$ cat src/rtl/hazard_if.sv
// Control bundle between the riscv_cpu pipeline datapath and hazard_ctrl.
// The master drives the stage register fields. The slave returns stall, flush, forwarding and counters.
interface hazard_if #(
  parameter int unsigned CNT_WIDTH = 32
);
  logic [4:0]           id_rs1_addr;
  logic                 id_rs1_valid;
  logic [4:0]           id_rs2_addr;
  logic                 id_rs2_valid;
  logic [4:0]           ex_rs1_addr;
  logic [4:0]           ex_rs2_addr;
  logic [4:0]           ex_rd_addr;
  logic                 ex_rd_wr_en;
  logic                 ex_is_load;
  logic                 ex_branch_taken;
  logic                 ex_mc_start;
  logic                 mc_done;
  logic [4:0]           mem_rd_addr;
  logic                 mem_rd_wr_en;
  logic [4:0]           wb_rd_addr;
  logic                 wb_rd_wr_en;

  logic                 pc_stall;
  logic                 if_id_stall;
  logic                 if_id_flush;
  logic                 id_ex_stall;
  logic                 id_ex_flush;
  logic                 ex_mem_flush;
  logic [1:0]           fwd_a_sel;
  logic [1:0]           fwd_b_sel;
  logic                 mc_timeout;
  logic [CNT_WIDTH-1:0] stall_cycles;
  logic [CNT_WIDTH-1:0] flush_count;

  modport master (
    output id_rs1_addr, id_rs1_valid, id_rs2_addr, id_rs2_valid,
           ex_rs1_addr, ex_rs2_addr, ex_rd_addr, ex_rd_wr_en, ex_is_load,
           ex_branch_taken, ex_mc_start, mc_done,
           mem_rd_addr, mem_rd_wr_en, wb_rd_addr, wb_rd_wr_en,
    input  pc_stall, if_id_stall, if_id_flush, id_ex_stall, id_ex_flush,
           ex_mem_flush, fwd_a_sel, fwd_b_sel, mc_timeout, stall_cycles, flush_count
  );

  modport slave (
    input  id_rs1_addr, id_rs1_valid, id_rs2_addr, id_rs2_valid,
           ex_rs1_addr, ex_rs2_addr, ex_rd_addr, ex_rd_wr_en, ex_is_load,
           ex_branch_taken, ex_mc_start, mc_done,
           mem_rd_addr, mem_rd_wr_en, wb_rd_addr, wb_rd_wr_en,
    output pc_stall, if_id_stall, if_id_flush, id_ex_stall, id_ex_flush,
           ex_mem_flush, fwd_a_sel, fwd_b_sel, mc_timeout, stall_cycles, flush_count
  );
endinterface

$ cat src/rtl/hazard_ctrl.sv
// Pipeline control for the 5-stage riscv_cpu.
// It handles load-use stalls, branch flush sequencing, the multi-cycle EX freeze with a watchdog, operand forwarding and the perf counters.
module hazard_ctrl #(
  parameter int unsigned MC_TIMEOUT = 64,
  parameter int unsigned CNT_WIDTH  = 32
) (
  input logic     clk,
  input logic     rst,
  hazard_if.slave hz
);

  localparam int unsigned MC_CNT_W = $clog2(MC_TIMEOUT + 1);

  typedef enum logic [1:0] {
    ST_RUN,
    ST_FLUSH,
    ST_MC_WAIT
  } state_e;

  state_e               state_q, state_d;
  logic [MC_CNT_W-1:0]  mc_cnt_q, mc_cnt_d;
  logic [CNT_WIDTH-1:0] stall_cycles_q;
  logic [CNT_WIDTH-1:0] flush_count_q;

  logic       load_use_c;
  logic       flush_inc_c;
  logic       pc_stall_c, if_id_stall_c, if_id_flush_c;
  logic       id_ex_stall_c, id_ex_flush_c, ex_mem_flush_c, mc_timeout_c;
  logic [1:0] fwd_a_c, fwd_b_c;

  // MEM result is younger than WB, so it wins; x0 is never a forwarding source.
  function automatic logic [1:0] fwd_sel(input logic [4:0] rs,
                                         input logic [4:0] mem_rd, input logic mem_we,
                                         input logic [4:0] wb_rd,  input logic wb_we);
    if (mem_we && (mem_rd != 5'd0) && (mem_rd == rs)) return 2'b01;
    if (wb_we && (wb_rd != 5'd0) && (wb_rd == rs))    return 2'b10;
    return 2'b00;
  endfunction

  assign load_use_c = hz.ex_is_load && hz.ex_rd_wr_en && (hz.ex_rd_addr != 5'd0) &&
                      ((hz.id_rs1_valid && (hz.id_rs1_addr == hz.ex_rd_addr)) ||
                       (hz.id_rs2_valid && (hz.id_rs2_addr == hz.ex_rd_addr)));

  always_comb begin
    state_d        = state_q;
    mc_cnt_d       = mc_cnt_q;
    flush_inc_c    = 1'b0;
    pc_stall_c     = 1'b0;
    if_id_stall_c  = 1'b0;
    if_id_flush_c  = 1'b0;
    id_ex_stall_c  = 1'b0;
    id_ex_flush_c  = 1'b0;
    ex_mem_flush_c = 1'b0;
    mc_timeout_c   = 1'b0;
    fwd_a_c        = fwd_sel(hz.ex_rs1_addr, hz.mem_rd_addr, hz.mem_rd_wr_en,
                             hz.wb_rd_addr, hz.wb_rd_wr_en);
    fwd_b_c        = fwd_sel(hz.ex_rs2_addr, hz.mem_rd_addr, hz.mem_rd_wr_en,
                             hz.wb_rd_addr, hz.wb_rd_wr_en);

    unique case (state_q)
      ST_RUN: begin
        if (hz.ex_branch_taken) begin
          if_id_flush_c = 1'b1;
          id_ex_flush_c = 1'b1;
          flush_inc_c   = 1'b1;
          state_d       = ST_FLUSH;
        end else if (hz.ex_mc_start) begin
          mc_cnt_d = MC_CNT_W'(1);
          state_d  = ST_MC_WAIT;
        end else if (load_use_c) begin
          pc_stall_c    = 1'b1;
          if_id_stall_c = 1'b1;
          id_ex_flush_c = 1'b1;
        end
      end
      // Kills the wrong-path fetch that was already in flight during the redirect.
      ST_FLUSH: begin
        if_id_flush_c = 1'b1;
        state_d       = ST_RUN;
      end
      ST_MC_WAIT: begin
        pc_stall_c     = 1'b1;
        if_id_stall_c  = 1'b1;
        id_ex_stall_c  = 1'b1;
        ex_mem_flush_c = 1'b1;
        if (hz.mc_done) begin
          mc_cnt_d = '0;
          state_d  = ST_RUN;
        end else if (mc_cnt_q == MC_CNT_W'(MC_TIMEOUT)) begin
          mc_timeout_c = 1'b1;
          mc_cnt_d     = '0;
          state_d      = ST_RUN;
        end else begin
          mc_cnt_d = mc_cnt_q + MC_CNT_W'(1);
        end
      end
      default: begin
        mc_cnt_d = '0;
        state_d  = ST_RUN;
      end
    endcase

    if (rst) begin
      flush_inc_c    = 1'b0;
      pc_stall_c     = 1'b0;
      if_id_stall_c  = 1'b0;
      if_id_flush_c  = 1'b0;
      id_ex_stall_c  = 1'b0;
      id_ex_flush_c  = 1'b0;
      ex_mem_flush_c = 1'b0;
      mc_timeout_c   = 1'b0;
      fwd_a_c        = 2'b00;
      fwd_b_c        = 2'b00;
    end
  end

  // The counters saturate at all-ones so that long runs never read back as small values.
  always_ff @(posedge clk) begin
    if (rst) begin
      state_q        <= ST_RUN;
      mc_cnt_q       <= '0;
      stall_cycles_q <= '0;
      flush_count_q  <= '0;
    end else begin
      state_q  <= state_d;
      mc_cnt_q <= mc_cnt_d;
      if (pc_stall_c && (stall_cycles_q != '1))
        stall_cycles_q <= stall_cycles_q + CNT_WIDTH'(1);
      if (flush_inc_c && (flush_count_q != '1))
        flush_count_q <= flush_count_q + CNT_WIDTH'(1);
    end
  end

  assign hz.pc_stall     = pc_stall_c;
  assign hz.if_id_stall  = if_id_stall_c;
  assign hz.if_id_flush  = if_id_flush_c;
  assign hz.id_ex_stall  = id_ex_stall_c;
  assign hz.id_ex_flush  = id_ex_flush_c;
  assign hz.ex_mem_flush = ex_mem_flush_c;
  assign hz.mc_timeout   = mc_timeout_c;
  assign hz.fwd_a_sel    = fwd_a_c;
  assign hz.fwd_b_sel    = fwd_b_c;
  assign hz.stall_cycles = stall_cycles_q;
  assign hz.flush_count  = flush_count_q;

endmodule

$ cat src/flat_wrapper.sv
// flat-port wrapper written by rule: the top's interface ports become plain ports
module hazard_ctrl_flat 
#(
  parameter int unsigned MC_TIMEOUT = 64,
  parameter int unsigned CNT_WIDTH  = 32
)
  (clk, rst, hz_id_rs1_addr, hz_id_rs1_valid, hz_id_rs2_addr, hz_id_rs2_valid, hz_ex_rs1_addr, hz_ex_rs2_addr, hz_ex_rd_addr, hz_ex_rd_wr_en, hz_ex_is_load, hz_ex_branch_taken, hz_ex_mc_start, hz_mc_done, hz_mem_rd_addr, hz_mem_rd_wr_en, hz_wb_rd_addr, hz_wb_rd_wr_en, hz_pc_stall, hz_if_id_stall, hz_if_id_flush, hz_id_ex_stall, hz_id_ex_flush, hz_ex_mem_flush, hz_fwd_a_sel, hz_fwd_b_sel, hz_mc_timeout, hz_stall_cycles, hz_flush_count);
  hazard_if #(.CNT_WIDTH(CNT_WIDTH)) hz_i ();
  input logic clk;
  input logic rst;
  input wire logic [$bits(hz_i.id_rs1_addr)-1:0] hz_id_rs1_addr;
  input wire logic [$bits(hz_i.id_rs1_valid)-1:0] hz_id_rs1_valid;
  input wire logic [$bits(hz_i.id_rs2_addr)-1:0] hz_id_rs2_addr;
  input wire logic [$bits(hz_i.id_rs2_valid)-1:0] hz_id_rs2_valid;
  input wire logic [$bits(hz_i.ex_rs1_addr)-1:0] hz_ex_rs1_addr;
  input wire logic [$bits(hz_i.ex_rs2_addr)-1:0] hz_ex_rs2_addr;
  input wire logic [$bits(hz_i.ex_rd_addr)-1:0] hz_ex_rd_addr;
  input wire logic [$bits(hz_i.ex_rd_wr_en)-1:0] hz_ex_rd_wr_en;
  input wire logic [$bits(hz_i.ex_is_load)-1:0] hz_ex_is_load;
  input wire logic [$bits(hz_i.ex_branch_taken)-1:0] hz_ex_branch_taken;
  input wire logic [$bits(hz_i.ex_mc_start)-1:0] hz_ex_mc_start;
  input wire logic [$bits(hz_i.mc_done)-1:0] hz_mc_done;
  input wire logic [$bits(hz_i.mem_rd_addr)-1:0] hz_mem_rd_addr;
  input wire logic [$bits(hz_i.mem_rd_wr_en)-1:0] hz_mem_rd_wr_en;
  input wire logic [$bits(hz_i.wb_rd_addr)-1:0] hz_wb_rd_addr;
  input wire logic [$bits(hz_i.wb_rd_wr_en)-1:0] hz_wb_rd_wr_en;
  output wire logic [$bits(hz_i.pc_stall)-1:0] hz_pc_stall;
  output wire logic [$bits(hz_i.if_id_stall)-1:0] hz_if_id_stall;
  output wire logic [$bits(hz_i.if_id_flush)-1:0] hz_if_id_flush;
  output wire logic [$bits(hz_i.id_ex_stall)-1:0] hz_id_ex_stall;
  output wire logic [$bits(hz_i.id_ex_flush)-1:0] hz_id_ex_flush;
  output wire logic [$bits(hz_i.ex_mem_flush)-1:0] hz_ex_mem_flush;
  output wire logic [$bits(hz_i.fwd_a_sel)-1:0] hz_fwd_a_sel;
  output wire logic [$bits(hz_i.fwd_b_sel)-1:0] hz_fwd_b_sel;
  output wire logic [$bits(hz_i.mc_timeout)-1:0] hz_mc_timeout;
  output wire logic [$bits(hz_i.stall_cycles)-1:0] hz_stall_cycles;
  output wire logic [$bits(hz_i.flush_count)-1:0] hz_flush_count;
  assign hz_i.id_rs1_addr = hz_id_rs1_addr;
  assign hz_i.id_rs1_valid = hz_id_rs1_valid;
  assign hz_i.id_rs2_addr = hz_id_rs2_addr;
  assign hz_i.id_rs2_valid = hz_id_rs2_valid;
  assign hz_i.ex_rs1_addr = hz_ex_rs1_addr;
  assign hz_i.ex_rs2_addr = hz_ex_rs2_addr;
  assign hz_i.ex_rd_addr = hz_ex_rd_addr;
  assign hz_i.ex_rd_wr_en = hz_ex_rd_wr_en;
  assign hz_i.ex_is_load = hz_ex_is_load;
  assign hz_i.ex_branch_taken = hz_ex_branch_taken;
  assign hz_i.ex_mc_start = hz_ex_mc_start;
  assign hz_i.mc_done = hz_mc_done;
  assign hz_i.mem_rd_addr = hz_mem_rd_addr;
  assign hz_i.mem_rd_wr_en = hz_mem_rd_wr_en;
  assign hz_i.wb_rd_addr = hz_wb_rd_addr;
  assign hz_i.wb_rd_wr_en = hz_wb_rd_wr_en;
  assign hz_pc_stall = hz_i.pc_stall;
  assign hz_if_id_stall = hz_i.if_id_stall;
  assign hz_if_id_flush = hz_i.if_id_flush;
  assign hz_id_ex_stall = hz_i.id_ex_stall;
  assign hz_id_ex_flush = hz_i.id_ex_flush;
  assign hz_ex_mem_flush = hz_i.ex_mem_flush;
  assign hz_fwd_a_sel = hz_i.fwd_a_sel;
  assign hz_fwd_b_sel = hz_i.fwd_b_sel;
  assign hz_mc_timeout = hz_i.mc_timeout;
  assign hz_stall_cycles = hz_i.stall_cycles;
  assign hz_flush_count = hz_i.flush_count;
  hazard_ctrl #(.MC_TIMEOUT(MC_TIMEOUT), .CNT_WIDTH(CNT_WIDTH)) u_core (.clk(clk), .rst(rst), .hz(hz_i));
endmodule
$ cat config.mk
export PLATFORM = sky130hd
export DESIGN_NAME = hazard_ctrl_flat
export DESIGN_NICKNAME = d
export VERILOG_FILES = /design/src/rtl/hazard_if.sv /design/src/rtl/hazard_ctrl.sv /design/src/flat_wrapper.sv
export SDC_FILE = /design/constraint.sdc
export NUM_CORES = 1
export LEC_CHECK = 0
export ABC_CLOCK_PERIOD_IN_PS = 3100
export CAP_MARGIN = 40
export CORE_MARGIN = 8
export CORE_UTILIZATION = 45
export DETAILED_ROUTE_END_ITERATION = 10
export MAX_ROUTING_LAYER = met4
export PLACE_DENSITY = 0.73
export SYNTH_ARGS = -nofsm -noshare
export SYNTH_HDL_FRONTEND = slang
export SYNTH_SLANG_ARGS = --single-unit
$ cat constraint.sdc
create_clock -name clk -period 3.1 [get_ports clk]
set_input_delay 0.62 -clock clk [delete_from_list [all_inputs] [get_ports clk]]
set_output_delay 0.62 -clock clk [all_outputs]
set_load 0.02 [all_outputs]
=== After elaboration in Yosys (flattened, before gate mapping) ===
Index checks and enable logic that the tools add are counted.

* Register bits: 73
* Output and inout port bits: 75
* Logic and storage cells: 88

* Add/subtract/negate cells: 3
* Equal/unequal tests: 15
* Multiplexer cells: 45
* Bitwise gates (word level): 1
* Reductions and logical operators: 20

{| class="wikitable"
|+ Operators with widths
! cell !! number
|-
| $add A32 B1 Y32 const B || 2
|-
| $ne A32 B32 Y1 const B || 2
|-
| $eq A5 B5 Y1 || 6
|-
| $mux W2 || 14
|-
| $mux W7 || 4
|-
| $mux W1 || 23
|-
| $pmux W7 S3 || 1
|-
| $reduce_bool A5 Y1 || 3
|-
| $logic_and A1 B1 Y1 || 13
|-
| $add A7 B1 Y7 const B || 1
|-
| $eq A7 B7 Y1 const B || 1
|-
| $ne A2 B2 Y1 const B || 2
|-
| $pmux W1 S2 || 2
|-
| $pmux W2 S2 || 1
|-
| $ne A3 B2 Y1 const B || 1
|-
| $ne A3 B3 Y1 const B || 1
|-
| $reduce_and A3 Y1 || 1
|-
| $eq A2 B1 Y1 const B || 1
|-
| $eq A2 B2 Y1 const B || 1
|-
| $logic_not A2 Y1 || 1
|-
| $reduce_and A2 Y1 || 1
|-
| $logic_or A1 B1 Y1 || 1
|-
| $not A1 Y1 || 1
|}

=== Logic depth before layout (Yosys ltp) ===
Gate-level depths: netlist of the first run.

* Depth after elaboration: 10
* Gate-level depth with buffers: 10

=== Least setup slack after synthesis of the first run ===
Ideal clock, no wire load.

* Path type: input-to-output
* From: input port hz_mem_rd_addr[0]
* To: output port hz_fwd_a_sel[1]
* Arrival time: 2.258 ns
* Path slack: 0.222 ns
* Stages: 4
* Cells stage by stage: or4_1 -> o21ai_0 -> nor3_1 -> nor4_1

* Cells in the longest elaborated chain, start to end: 6

{| class="wikitable"
|+ Ends and longest elaborated chain
! what !! RTL line !! text
|-
| start, declared || flat_wrapper.sv:23 || <nowiki>input wire logic [$bits(hz_i.mem_rd_addr)-1:0] hz_mem_rd_addr;</nowiki>
|-
| $reduce_bool A5 Y1 || hazard_ctrl.sv:35 || <nowiki>if (mem_we && (mem_rd != 5'd0) && (mem_rd == rs)) return 2'b01;</nowiki>
|-
| $logic_and A1 B1 Y1 || hazard_ctrl.sv:35 ||
|-
| $logic_and A1 B1 Y1 * || hazard_ctrl.sv:35 ||
|-
| $mux W1 * || hazard_ctrl.sv:35 ||
|-
| $mux W2 * || hazard_ctrl.sv:36 || <nowiki>if (wb_we && (wb_rd != 5'd0) && (wb_rd == rs)) return 2'b10;</nowiki>
|-
| $mux W2 * || hazard_ctrl.sv:103 || <nowiki>if (rst) begin</nowiki>
|-
| end, declared || flat_wrapper.sv:33 || <nowiki>output wire logic [$bits(hz_i.fwd_a_sel)-1:0] hz_fwd_a_sel;</nowiki>
|}

Every way passes the cells marked *; elsewhere a longest branch is shown, timed or not.

=== Worst setup path in the final report of the first run ===
* From: input port hz_mem_rd_addr[0]
* To: output port hz_fwd_b_sel[1]

* Cells in the longest elaborated chain, start to end: 6

{| class="wikitable"
|+ Ends and longest elaborated chain
! what !! RTL line !! text
|-
| $reduce_bool A5 Y1 || hazard_ctrl.sv:35 ||
|-
| $logic_and A1 B1 Y1 || hazard_ctrl.sv:35 ||
|-
| $logic_and A1 B1 Y1 * || hazard_ctrl.sv:35 ||
|-
| $mux W1 * || hazard_ctrl.sv:35 ||
|-
| $mux W2 * || hazard_ctrl.sv:36 ||
|-
| $mux W2 * || hazard_ctrl.sv:103 ||
|-
| end, declared || flat_wrapper.sv:34 || <nowiki>output wire logic [$bits(hz_i.fwd_b_sel)-1:0] hz_fwd_b_sel;</nowiki>
|}

Marked as above.

==> results.json, run 1 <==
{
  "ios": 121,
  "dp_hpwl_um": 8430,
  "yosysTopAreaCellShare": 0.361,
  "setup_viol": 0,
  "yosysTopAreaCell": "dfxtp_1",
  "fmax_ghz": 0.335,
  "ys_async_sr_fraction": 0,
  "tritoncts": "done",
  "grt_pass1_vias": 3795,
  "num_antenna_cells": 0,
  "die_x_um": 111,
  "post_synth_and_or_nand_nor_area_fraction": 0.342,
  "synth_top_family_by_area": "simple AND/OR/NAND/NOR gates",
  "swShare": 0.257,
  "path_cells": "clkdlybuf4s50_1, or4_1, o21ai_2, nor3_1, nor4_2, buf_2",
  "ys_types": 51,
  "syn_nets": 527,
  "start_util": 0.465,
  "worstSetupStartpointType": "primary input",
  "min_period_ns": 2.98,
  "yosysSeqAreaShare": 0.361,
  "pre_cts_ws_ns": -0.460,
  "grt_max_degree": 36,
  "p_per_area_nw_per_um2": 329,
  "die_area_um2": 12300,
  "worst_slew_margin_rel": 0.612,
  "crit_family": "simple AND/OR/NAND/NOR gates",
  "drv_slew": 0,
  "synthXorXnorAreaFrac": 0.186,
  "critPathKind": "in2out",
  "grt_overflow": 0,
  "synth.most_common_cell": "nor2_1",
  "grt_pass1_wl_um": 18100,
  "p_int_mw": 1.37,
  "syn_area_per_cell_um2": 8.50,
  "routabilityCongestion": 0.915,
  "wl_per_cell_um": 15.3,
  "cts_num_sinks": 73,
  "crit_path_top_delay_cell": "or4_1",
  "clk_pin_slew_worst_paths_ns": 0.07,
  "drtIter0Drc": 228,
  "clock_power_share": 0.370,
  "cts_buffers": 9,
  "p_leak_nw": 1.89,
  "hp-class": "reg2reg",
  "dr.pass1.iters": 4,
  "status": "finished, final reports clean",
  "fin_nets": 663,
  "worst_setup_path_end_kind": "output port",
  "antenna_found_initial": 0,
  "drt-total-wl_um": 11100,
  "h-tree-depth": 3,
  "syn_inst": 477,
  "tightestPinTransition_ns": 0.576,
  "crit_buf_inv": 2,
  "cap_violations": 0,
  "finalHoldViolations": 0,
  "synth_area_um2": 4050,
  "arrival_ns": 2.36,
  "path_max_fanout": 3,
  "clk-insertion-delay-late_ns": 0.34,
  "vdd_drop_max_v": 0.000272,
  "grt.total_usage": 0.179,
  "synth_enable_flop_cells": 0,
  "setup_slack_ns": 0.117,
  "clock_path_buffers": 2,
  "final.setup_skew_ns": 0.00774,
  "synth_compound_area_frac": 0.0475,
  "yosys.area_share.adder": 0.0123,
  "p_seq_frac": 0.515,
  "numPortBuffers": 120,
  "fp.dieH_um": 111,
  "via_per_inst": 5.30,
  "cts_setup_buffers": 0,
  "yosysWarningCount": 0,
  "vias": 3847,
  "fin_crit_sh": 0.962,
  "synth_top_flop_cell": "dfxtp_1",
  "cpPeakStageDelay_ns": 0.56,
  "core.rowCount": 34,
  "core_area_um2": 8720,
  "synth.mux.area_fraction": 0.00772,
  "comb_power_share": 0.116,
  "power.total_mw": 1.84,
  "final_layout_size_suffix_gt1_frac": 0.125,
  "power.switching_uw": 474,
  "areaGrowthSynthToFinish_pct": 38.3,
  "ys_ff_latch": 73,
  "ant_nets": 0,
  "rsz0062_at_grt": "no",
  "drc": 0,
  "cp_data_required_time_ns": 2.48,
  "synthTopCellsByArea": "dfxtp_1, xnor2_1, nor2_1",
  "cts_root_buf": "clkbuf_8",
  "synth_commonest_cells": "nor2_1, dfxtp_1, xnor2_1"
}
-- power groups by stage --
stage | Combinational (mW) | Clock (mW) | Sequential (mW)
CTS | 0.213 | 0.703 | 0.949
detailed placement | 0.212 | 0 | 0.971
floorplan | 0.0906 | 0 | 0.972
global placement | 0.209 | 0 | 0.971
global route | 0.231 | 0.745 | 0.950
finish | 0.213 | 0.682 | 0.950
-- path summary, 6_finish.rpt --
check / startpoint / end / slack, ns / depth (start not counted)
worst min-delay path: u_core.mc_cnt_q[6] / u_core.mc_cnt_q[6] / 0.51 / 2
worst max register to register: u_core.hz.stall_cycles[16] / u_core.hz.stall_cycles[21] / 0.68 / 7
worst max-delay path: hz_mem_rd_addr[0] / hz_fwd_b_sel[1] / 0.12 / 6
worst min register to register: u_core.mc_cnt_q[6] / u_core.mc_cnt_q[6] / 0.51 / 2
-- what timing repair did --
action | 4_1_cts | 5_1_grt
hold buffers | 0 | 0
pin swaps | 0 | 1
setup endpoints to repair | 8 | 4
gates resized for setup | 17 | 7
-- layer usage --
layer | track usage | vias to the layer above | wire [um]
li1 | - | 1916 | -
met1 | 0.213 | 1816 | 5050
met2 | 0.288 | 98 | 5340
met3 | 0.0498 | 17 | 543
met4 | 0.0505 | 0 | 182
met5 | - | - | 0
-- per-stage QoR --
step                      utilization  TNS [ns]  cells  hold WS, ns  instance area, um2
after floorplan                     -         0    477        0.471                4050
after global placement          0.623     -1.37    710        0.489                5440
after detailed placement        0.623     -1.75    710        0.496                5440
after CTS                       0.644         0    726        0.510                5620
after global routing            0.643         0    726        0.549                5610
final                           0.643         0    726        0.513                5610
-- registers in the layout (all words and copies together) (netlist names) --
name	cells
u_core.hz.stall_cycles	32
u_core.mc_cnt_q	7
u_core.hz.flush_count	32
u_core.state_q	2
-- layout make-up --
class / instances / area (um2)
multi-input combinational: 374 / 2430
clock buffer: 10 / 138
sequential: 73 / 1460
tap: 108 / 135
clock inverter: 6 / 43.8
fill: 756 / 3110
timing repair buffer: 146 / 1370
inverter: 9 / 33.8
-- cell usage in the layout (no fill, tap or decap), types with 2 or more instances in the layout --
cell,netlist,layout
a21oi_1,12,12
and3_1,7,7
and3b_1,2,2
and4_1,7,7
buf_2,3,3
buf_4,5,26
clkbuf_2,0,2
clkbuf_8,0,10
clkdlybuf4s50_1,0,111
clkinvlp_4,0,4
dfxtp_1,73,73
dlygate4sd2_1,0,4
ha_1,4,4
inv_1,9,9
mux2i_1,2,2
nand2_1,32,32
nand2b_1,3,3
nand3_1,24,24
nand4_1,19,19
nor2_1,78,78
nor2b_1,2,2
nor3_1,17,17
nor3_2,11,11
nor3b_1,4,3
nor4_1,10,9
nor4_2,1,2
nor4b_2,3,3
o21ai_0,12,11
or2_2,3,3
or3_1,11,11
or4_1,5,5
xnor2_1,64,64
xor2_1,22,22
-- worst register-to-register path: stages (launching register included) --
cell and delay, ns:
dfxtp_1 0.45, and4_1 0.41, nand4_4 0.16, nor4_4 0.24
and3_4 0.49, nor2_1 0.12, nand4_1 0.12, mux2_2 0.34
-- logic make-up after synthesis --
| group | Yosys count |
|---|---|
| muxes | 3 |
| AOI/OAI and AO/OA | 32 |
| DFF | 73 |
| buffers and inverters | 30 |
| and+or+nand+nor | 249 |
| xor gates and xnor gates | 86 |
| adders and majority gates | 4 |
Note: power is estimated with default switching activity, not from simulation.
==> run 2: changes to the inputs <==
--- a/config.mk
+++ b/config.mk
@@ -5,13 +5,15 @@
 export SDC_FILE = /design/constraint.sdc
 export NUM_CORES = 1
 export LEC_CHECK = 0
-export ABC_CLOCK_PERIOD_IN_PS = 3100
+export ABC_CLOCK_PERIOD_IN_PS = 3300
 export CAP_MARGIN = 40
 export CORE_MARGIN = 8
 export CORE_UTILIZATION = 45
 export DETAILED_ROUTE_END_ITERATION = 10
+export DONT_BUFFER_PORTS = 1
 export MAX_ROUTING_LAYER = met4
-export PLACE_DENSITY = 0.73
+export PLACE_DENSITY = 0.56
+export RECOVER_POWER = 25
 export SYNTH_ARGS = -nofsm -noshare
 export SYNTH_HDL_FRONTEND = slang
 export SYNTH_SLANG_ARGS = --single-unit
==> constraint.sdc (replaced) <==
create_clock -name clk -period 3.3 [get_ports clk]
set_input_delay 0.66 -clock clk [delete_from_list [all_inputs] [get_ports clk]]
set_output_delay 0.66 -clock clk [all_outputs]
set_load 0.02 [all_outputs]
==> run 2 against run 1 <==
Effect of this change: sequential share of layout area is 7.4 points higher; critical endpoint is now hz_mc_timeout; die area stayed put; largest power group is now clock; largest cell class unchanged; critical path type is now reg2out; combinational power down 60%; power increased by 2.4%; cell area decreased by 22%.
==> results.json, run 2 (synthesis gave the netlist of run 1 again) <==
{
  "status": "finished, final reports clean",
  "cts_num_sinks": 73,
  "mostFrequentLayoutCells": "nor2_1, dfxtp_1, xnor2_1, nand2_1, nand3_1",
  "seq_area_um2": 1460,
  "swShare": 0.205,
  "cts_resized": 0,
  "pre_cts_ws_ns": 0.524,
  "p_per_area_nw_per_um2": 433,
  "fp.dieH_um": 111,
  "grt_overflow": 0,
  "regToRegStartpoint": "u_core.hz.stall_cycles[14]",
  "fin_nets": 526,
  "hp-class": "in2reg",
  "cts_root_buf": "clkbuf_8",
  "drtIter0Drc": 148,
  "cap_violations": 0,
  "final_common_cell": "nor2_1",
  "die_area_um2": 12300,
  "path_max_fanout": 3,
  "ant_nets": 0,
  "via_per_inst": 5.49,
  "worst_setup_path_end_kind": "output port",
  "start_util": 0.465,
  "wl_per_cell_um": 16.3,
  "p_leak_nw": 1.39,
  "final.setup_skew_ns": 0.0154,
  "cp_data_required_time_ns": 2.64,
  "cts_buffers": 9,
  "p_int_mw": 1.50,
  "vdd_drop_max_v": 0.000180,
  "ios": 121,
  "grt_pass1_wl_um": 15800,
  "holdPathStages": 1,
  "grt_max_degree": 76,
  "worstHoldEndpoint": "u_core.hz.flush_count[6]",
  "worstSetupStartpointType": "register",
  "clk_pin_slew_worst_paths_ns": 0.08,
  "rsz0062_at_grt": "no",
  "fin_crit_sh": 0.852,
  "h-tree-depth": 3,
  "critPathKind": "reg2out",
  "grt_pass1_vias": 3105,
  "core_area_um2": 8720,
  "grt.total_usage": 0.154,
  "clock_power_share": 0.482,
  "comb_power_share": 0.045,
  "dp_hpwl_um": 7140,
  "num_antenna_cells": 0,
  "core.rowCount": 34,
  "reg2reg_to": "u_core.hz.stall_cycles[29]",
  "areaGrowthSynthToFinish_pct": 7.66,
  "fmax_ghz": 0.356,
  "hold_start": "rst",
  "multiInputGateArea_um2": 2410,
  "arrival_ns": 2.15,
  "reg2reg_depth": 8,
  "place_inst": 573,
  "tightestPinTransition_ns": 0.673,
  "power.total_mw": 1.89,
  "numPortBuffers": 0,
  "vias": 3230,
  "setup_viol": 0,
  "stdcell_count": 588,
  "min_period_ns": 2.81,
  "die_x_um": 111,
  "cts_setup_buffers": 0,
  "tritoncts": "done",
  "final_layout_size_suffix_gt1_frac": 0.102,
  "p_seq_frac": 0.473,
  "cts_hold_buf": 0,
  "antenna_found_initial": 0,
  "cp-startpoint": "u_core.mc_cnt_q[0]",
  "drt-total-wl_um": 9590,
  "finalSetupTns_ns": 0,
  "worst_slew_margin_rel": 0.548,
  "drc": 0,
  "routabilityCongestion": 0.769,
  "finalHoldViolations": 0,
  "setup_slack_ns": 0.489,
  "power.switching_uw": 387,
  "drv_slew": 0,
  "dr.pass1.iters": 4,
  "final_core_util": 0.500,
  "clk-insertion-delay-late_ns": 0.34,
  "nFillCells": 849,
  "clock_path_buffers": 2,
  "r2r_setup_slack_ns": 0.78
}
run 2: critical path: stages (launching register included):
cell     delay [ns]
dfxtp_1        0.33
inv_1          0.10
ha_1           0.15
or4b_2         0.57
nor3b_1        0.32
and3b_1        0.34
run 2: power by group through the flow:
stage | Combinational (mW) | Sequential (mW) | Clock [mW]
global placement | 0.0830 | 0.915 | 0
finish | 0.0845 | 0.894 | 0.911
CTS | 0.0857 | 0.894 | 0.938
detailed placement | 0.0851 | 0.915 | 0
global route | 0.0938 | 0.895 | 0.976
floorplan | 0.0851 | 0.913 | 0
run 2: how the worst max path moves through the flow:
stage / slack, ns / depth (start not counted) / to
6_report: 0.49 / 5 / hz_mc_timeout
5_1_grt: 0.34 / 5 / hz_fwd_a_sel[1]
4_1_cts: 0.45 / 5 / hz_mc_timeout
3_5_place_dp: 0.52 / 5 / hz_fwd_b_sel[1]
3_3_place_gp: 0.56 / 5 / hz_fwd_b_sel[1]
2_1_floorplan: 0.34 / 4 / hz_fwd_a_sel[1]
run 2: per-stage QoR:
stage | hold slack, ns | instance area (um2)
floorplan | 0.471 | 4050
global placement | 0.496 | 4110
detailed placement | 0.493 | 4110
CTS | 0.366 | 4370
global route | 0.361 | 4360
finish | 0.394 | 4360
run 2: metal layers:
metal | routed length [um] | global-route usage | up-vias | share of wire
met4 | 133 | 0.0514 | 0 | 0.014
li1 | - | - | 1634 | -
met1 | 4120 | 0.168 | 1506 | 0.43
met2 | 4510 | 0.251 | 79 | 0.47
met5 | 0 | - | - | 0
met3 | 816 | 0.0628 | 11 | 0.085
run 2: cell type report:
class,count,area share
multi-input cells,374,0.552
flip-flops and latches,73,0.335
well taps,108,0.0310
clock inverters,5,0.0295
clock buffers,10,0.0293
repair buffers,9,0.0155
inverters,9,0.00774
